$ cat src/rtl/bpsk_transmitter.sv
// UART 8N1 receiver feeding a packet assembly buffer and a BPSK modulator (0,+A,0,-A carrier per symbol).
// Optional: define BPSK_TX_PREAMBLE_EN to prefix each packet with eight 1,0,1,0,... preamble symbols.
module bpsk_transmitter #(
  parameter int CLKS_PER_BIT       = 16,
  parameter int PACKET_BYTES       = 4,
  parameter int SAMPLES_PER_SYMBOL = 16,
  parameter int AMPLITUDE          = 100
) (
  input  logic              clock,
  input  logic              reset_n,
  input  logic              rx,
  output logic signed [7:0] signal,
  output logic              busy,
  output logic              frame_error,
  output logic              overrun
);

  localparam int PKT_BITS = PACKET_BYTES * 8;
  localparam int UCW      = $clog2(CLKS_PER_BIT);
  localparam int BCW      = $clog2(PACKET_BYTES + 1);
  localparam int SCW      = $clog2(SAMPLES_PER_SYMBOL);
  localparam int DCW      = $clog2(PKT_BITS);

  localparam logic [UCW-1:0] HALF_LAST  = UCW'(CLKS_PER_BIT / 2 - 1);
  localparam logic [UCW-1:0] BIT_LAST   = UCW'(CLKS_PER_BIT - 1);
  localparam logic [BCW-1:0] COUNT_FULL = BCW'(PACKET_BYTES);
  localparam logic [SCW-1:0] SAMP_LAST  = SCW'(SAMPLES_PER_SYMBOL - 1);
  localparam logic [DCW-1:0] DATA_LAST  = DCW'(PKT_BITS - 1);
  localparam logic signed [7:0] POS_AMP = 8'(AMPLITUDE);
  localparam logic signed [7:0] NEG_AMP = 8'(-AMPLITUDE);

  // rx_prev is one flop behind the synchronizer output so IDLE can detect a falling edge.
  logic rx_meta, rx_sync, rx_prev;

  always_ff @(posedge clock or negedge reset_n) begin
    if (!reset_n) begin
      rx_meta <= 1'b1;
      rx_sync <= 1'b1;
      rx_prev <= 1'b1;
    end else begin
      rx_meta <= rx;
      rx_sync <= rx_meta;
      rx_prev <= rx_sync;
    end
  end

  typedef enum logic [1:0] {U_IDLE, U_START, U_DATA, U_STOP} uart_state_t;

  uart_state_t    uart_state;
  logic [UCW-1:0] uart_cnt;
  logic [2:0]     uart_bit;
  logic [7:0]     rx_byte;
  logic           byte_commit;

  assign byte_commit = (uart_state == U_STOP) && (uart_cnt == BIT_LAST) && rx_sync;

  always_ff @(posedge clock or negedge reset_n) begin
    if (!reset_n) begin
      uart_state  <= U_IDLE;
      uart_cnt    <= '0;
      uart_bit    <= '0;
      rx_byte     <= '0;
      frame_error <= 1'b0;
    end else begin
      frame_error <= 1'b0;
      case (uart_state)
        U_IDLE: begin
          if (rx_prev && !rx_sync) begin
            uart_state <= U_START;
            uart_cnt   <= '0;
          end
        end
        U_START: begin
          if (uart_cnt == HALF_LAST) begin
            uart_cnt   <= '0;
            uart_bit   <= '0;
            uart_state <= rx_sync ? U_IDLE : U_DATA;
          end else begin
            uart_cnt <= uart_cnt + 1'b1;
          end
        end
        U_DATA: begin
          if (uart_cnt == BIT_LAST) begin
            uart_cnt <= '0;
            rx_byte  <= {rx_sync, rx_byte[7:1]};
            uart_bit <= uart_bit + 1'b1;
            if (uart_bit == 3'd7) uart_state <= U_STOP;
          end else begin
            uart_cnt <= uart_cnt + 1'b1;
          end
        end
        U_STOP: begin
          if (uart_cnt == BIT_LAST) begin
            uart_cnt    <= '0;
            uart_state  <= U_IDLE;
            frame_error <= !rx_sync;
          end else begin
            uart_cnt <= uart_cnt + 1'b1;
          end
        end
        default: uart_state <= U_IDLE;
      endcase
    end
  end

`ifdef BPSK_TX_PREAMBLE_EN
  typedef enum logic [1:0] {M_IDLE, M_PREAMBLE, M_DATA} mod_state_t;
`else
  typedef enum logic [1:0] {M_IDLE, M_DATA} mod_state_t;
`endif

  mod_state_t          mod_state;
  logic [PKT_BITS-1:0] asm_buf;
  logic [BCW-1:0]      asm_count;
  logic                buf_full;
  logic                load_packet;
  logic                last_sample;
  logic [PKT_BITS-1:0] tx_shift;
  logic [SCW-1:0]      samp_cnt;
  logic [DCW-1:0]      data_cnt;
  logic                cur_bit;
  logic [1:0]          next_phase;
`ifdef BPSK_TX_PREAMBLE_EN
  logic [2:0]          pre_cnt;
`endif

  // A full buffer is taken either by an idle modulator or on the final sample, giving gapless back-to-back packets.
  assign buf_full    = (asm_count == COUNT_FULL);
  assign last_sample = (mod_state == M_DATA) && (samp_cnt == SAMP_LAST) && (data_cnt == DATA_LAST);
  assign load_packet = buf_full && ((mod_state == M_IDLE) || last_sample);
  assign next_phase  = samp_cnt[1:0] + 2'd1;

`ifdef BPSK_TX_PREAMBLE_EN
  assign cur_bit = (mod_state == M_PREAMBLE) ? ~pre_cnt[0] : tx_shift[0];
`else
  assign cur_bit = tx_shift[0];
`endif

  function automatic logic signed [7:0] carrier(input logic [1:0] phase, input logic bit_val);
    case (phase)
      2'd1:    carrier = bit_val ? POS_AMP : NEG_AMP;
      2'd3:    carrier = bit_val ? NEG_AMP : POS_AMP;
      default: carrier = '0;
    endcase
  endfunction

  // The transfer clears the count first, so a byte committed in the same cycle lands at index 0.
  always_ff @(posedge clock or negedge reset_n) begin
    if (!reset_n) begin
      asm_buf   <= '0;
      asm_count <= '0;
      overrun   <= 1'b0;
    end else begin
      overrun <= 1'b0;
      if (load_packet) begin
        if (byte_commit) begin
          asm_buf[7:0] <= rx_byte;
          asm_count    <= BCW'(1);
        end else begin
          asm_count <= '0;
        end
      end else if (byte_commit) begin
        if (buf_full) begin
          overrun <= 1'b1;
        end else begin
          for (int i = 0; i < PACKET_BYTES; i++) begin
            if (asm_count == BCW'(i)) asm_buf[i*8 +: 8] <= rx_byte;
          end
          asm_count <= asm_count + 1'b1;
        end
      end
    end
  end

  // signal is registered one step ahead: each cycle it takes the carrier value for the phase samp_cnt moves to.
  always_ff @(posedge clock or negedge reset_n) begin
    if (!reset_n) begin
      mod_state <= M_IDLE;
      tx_shift  <= '0;
      samp_cnt  <= '0;
      data_cnt  <= '0;
      busy      <= 1'b0;
      signal    <= '0;
`ifdef BPSK_TX_PREAMBLE_EN
      pre_cnt   <= '0;
`endif
    end else if (load_packet) begin
      tx_shift <= asm_buf;
      samp_cnt <= '0;
      data_cnt <= '0;
      busy     <= 1'b1;
      signal   <= '0;
`ifdef BPSK_TX_PREAMBLE_EN
      pre_cnt   <= '0;
      mod_state <= M_PREAMBLE;
`else
      mod_state <= M_DATA;
`endif
    end else begin
      case (mod_state)
        M_IDLE: begin
          busy   <= 1'b0;
          signal <= '0;
        end
`ifdef BPSK_TX_PREAMBLE_EN
        M_PREAMBLE: begin
          signal <= carrier(next_phase, cur_bit);
          if (samp_cnt == SAMP_LAST) begin
            samp_cnt <= '0;
            pre_cnt  <= pre_cnt + 1'b1;
            if (pre_cnt == 3'd7) mod_state <= M_DATA;
          end else begin
            samp_cnt <= samp_cnt + 1'b1;
          end
        end
`endif
        M_DATA: begin
          signal <= carrier(next_phase, cur_bit);
          if (samp_cnt == SAMP_LAST) begin
            samp_cnt <= '0;
            tx_shift <= tx_shift >> 1;
            data_cnt <= data_cnt + 1'b1;
            if (data_cnt == DATA_LAST) begin
              mod_state <= M_IDLE;
              busy      <= 1'b0;
            end
          end else begin
            samp_cnt <= samp_cnt + 1'b1;
          end
        end
        default: begin
          mod_state <= M_IDLE;
          busy      <= 1'b0;
          signal    <= '0;
        end
      endcase
    end
  end

endmodule

$ cat config.mk
export PLATFORM = sky130hd
export DESIGN_NAME = bpsk_transmitter
export DESIGN_NICKNAME = d
export VERILOG_FILES = /design/src/rtl/bpsk_transmitter.sv
export SDC_FILE = /design/constraint.sdc
export NUM_CORES = 1
export LEC_CHECK = 0
export CAP_MARGIN = 25
export CORE_MARGIN = 1
export CORE_UTILIZATION = 60
export DETAILED_ROUTE_END_ITERATION = 16
export GPL_TIMING_DRIVEN = 0
export HOLD_SLACK_MARGIN = 0.05
export PLACE_DENSITY = 0.78
export SYNTH_ARGS = -nofsm -noshare
export SYNTH_HDL_FRONTEND = slang
export SYNTH_SLANG_ARGS = --single-unit
export TNS_END_PERCENT = 10
$ cat constraint.sdc
create_clock -name clock -period 3.5 [get_ports clock]
set_input_delay 0.35 -clock clock [delete_from_list [all_inputs] [get_ports clock]]
set_output_delay 0.35 -clock clock [all_outputs]
set_load 0.005 [all_outputs]
==> flow_summary.ini <==
[run_status]
status = finished clean

[sta]
maxSlewViolCount = 0
setup_violations = 0
finalSetupTns_ns = 0
hold-worst-slack_ns = 0.3590
fmax_mhz = 409.4
min_period_ns = 2.443
rsz0062_at_grt = false
worst_slew_pin_slew_ns = 0.7550
clock_skew_ns = 0.007157
slew_headroom_pct = 49.39
finalCritPeriodShare_pct = 69.79
hold_viol = 0

[yosys]
yosys.area_share.simple_pct = 12.21
yosysUniqueCellTypes = 55
synth_area_leaders = dfrtp_1 (53%), a21oi_1 (7.7%), mux2_4 (5.8%), mux2_2 (5.5%), nor2_1 (3.6%)
syn_avg_cell_area_um2 = 11.18
synth_area_mm2 = 0.004695
synth_mux_area_share_pct = 11.70
yosys-top-cells-count = dfrtp_1 (100), a21oi_1 (72), nor2_1 (45)
synth_top_family_by_area = compound AO/OA/AOI/OAI gates
yosys.area_share.adder_pct = 3.465
ys_warn_count = 0
synth_most_common_cell = dfrtp_1
synth-compound-area-share_pct = 12.45
yosys.area.top_type = dfrtp_1
synthFlopType = dfrtp_1
yosys.area_share.xor_xnor_pct = 0.5597
synth_cells = 420
ys_ff_latch = 103
synth-seq-area-share_pct = 54.98
synth-async-reset-ratio_pct = 100.0
synth_edf_count = 0
synth_top_area_share_pct = 53.30

[critical_path]
critPathKind = flip-flop to flip-flop
cp_max_fo = 10
worst_setup_path_start_kind = flip-flop
worstPathArrival_ns = 2.73
required_ns = 3.79
critPathCaptureType = flip-flop

[final_layout]
syn_to_final_growth_pct = 9.888
drive_above_1_share_pct = 19.56
layout.nets = 461
n_fill_cell = 516
diodes = 0
final_cells = 549

[power_and_ir_drop]
clockPowerShare_pct = 33.1
powerDensity_mw_per_mm2 = 425.4
pwr-share-comb_pct = 10.0
p_int_mw = 1.664
swShare_pct = 24.19
ir_worst_vdd_uv = 480.3
power_mw = 2.194
p_sw_mw = 0.5308
p_leak_nw = 2.476
p_seq_share_pct = 56.9

[clock_network]
numCtsBuffers = 9
ctsResizeCount = 0
clk_latency_ns = 0.36
cts-root-buf = clkbuf_8
clock-sinks = 103
cts_tree = yes
cts.clk_slew.worst_paths_ns = 0.09
cts_setup_buffers = 0
cts_max_level = 3
cts_buffer_depth = 2
postCtsHoldBufs = 1

[placement]
numPlacedInstances = 532
gp_congestion = 0.7917
portBuffers = 11
hpwlAfterDp_mm = 5.982

[global_routing]
grt_usage_pct = 23.74
use_met2_pct = 36.83
grt_pass1_vias = 3098
grtUsageMet3_pct = 6.397
top_usage_layer = met2
grt_max_degree = 73
use_met1_pct = 33.07
grt.overflow.total = 0
antenna_found_initial = 0
grt_first_pass_wirelength_mm = 15.12

[detailed_routing]
routedWlPerCell_um = 15.86
remaining_drc_errors = 0
ant_nets = 0
via_count = 3107
finalWirelength_mm = 8.705
via_per_inst = 5.659
dr.pass1.iters = 5
drtIter0Drc = 197

[floorplanning]
die-area_mm2 = 0.008182
coreArea_mm2 = 0.007408
start_util_pct = 63.37
die_w_um = 90.46
fp.dieH_um = 90.46
pin_count = 14
num_rows = 31

[worst_hold_path]
hold_path.class = flip-flop to flip-flop

[run]
cap_violations = 0
==> power groups by stage <==
stage,sequential [mW],combinational (mW),clock [mW]
after CTS,1.25,0.220,0.746
after floorplan,1.27,0.154,0
final,1.25,0.219,0.726
after global routing,1.25,0.247,0.796
after detailed placement,1.27,0.218,0
after global placement,1.27,0.204,0
==> registers in the layout (all words and copies together) (netlist names), 3 cells and up, named ones only <==
name,count
samp_cnt,4
uart_cnt,4
rx_byte,8
data_cnt,5
asm_count,3
signal,3
uart_bit,3
tx_shift,32
asm_buf,32
==> logic make-up after synthesis <==
| kind of cell | count (synthesis) |
|---|---|
| fa+ha+maj | 13 |
| simple gates | 121 |
| buf+inv | 36 |
| mux | 43 |
| other cells | 1 |
| compound gates | 100 |
| xor+xnor | 3 |
| flops | 103 |
==> worst max-delay path: stages, from the launching register on <==
cell and delay, ns:
dfrtp_1 0.42, ha_1 0.22, and3_1 0.18, ha_1 0.20, and4_1 0.23, o21ai_1 0.43, clkbuf_1 0.43, nand2_1 0.11
a21oi_1 0.15
==> per-stage QoR <==
step	worst slack [ns]	util (%)	area, um2
2_1_floorplan	1.466	-	4698
3_3_place_gp	-1.654	66.58	4932
3_5_place_dp	1.065	66.91	4957
4_1_cts	1.026	69.63	5159
5_1_grt	0.8698	69.63	5159
6_report	1.057	69.63	5159
==> path summary, 6_finish.rpt <==
kind	slack, ns	from	cells past startpoint	endpoint
worst min-delay path	0.36	rx_meta	0	rx_sync
worst max register to register	1.06	data_cnt[0]	8	tx_shift[19]
min in group asynchronous	0.46	reset_n	2	uart_cnt[1]
worst max-delay path	1.06	data_cnt[0]	8	tx_shift[19]
max in group asynchronous	2.36	reset_n	3	rx_sync
worst min register to register	0.36	rx_meta	0	rx_sync
==> layer usage <==
layer	vias to the layer above	wire (um)
met5	-	0
met2	46	4178
met1	1552	4158
met4	0	110
li1	1497	-
met3	12	258
==> final cells by class <==
class | instances | area [um2] | area share (%)
Clock inverter | 3 | 42.54 | 0.8246
Buffer | 25 | 172.7 | 3.347
Timing Repair Buffer | 13 | 145.1 | 2.813
Sequential cell | 103 | 2581 | 50.04
Inverter | 11 | 41.29 | 0.8004
Clock buffer | 13 | 148.9 | 2.886
Tap cell | 99 | 123.9 | 2.401
Multi-Input combinational cell | 282 | 1903 | 36.89
==> placed cells by master (no fill, tap or decap), types with 3 or more instances in the layout <==
master           Yosys  final
buf_4                7      8
nand3_1              8      8
buf_2                4      4
nand2_1             41     41
ha_1                13     13
clkbuf_1             8     11
a22o_1               5      5
mux2_4              18     18
clkdlybuf4s50_1      0     10
clkbuf_8             0     10
dfrtp_1            100    100
nor2_1              45     45
inv_1               11     11
and3_1               4      4
dfstp_2              3      3
mux2_2              23     23
o21ai_0              7      7
a21oi_1             72     72
and3_4               3      3
(Power assumes the default switching activity.)
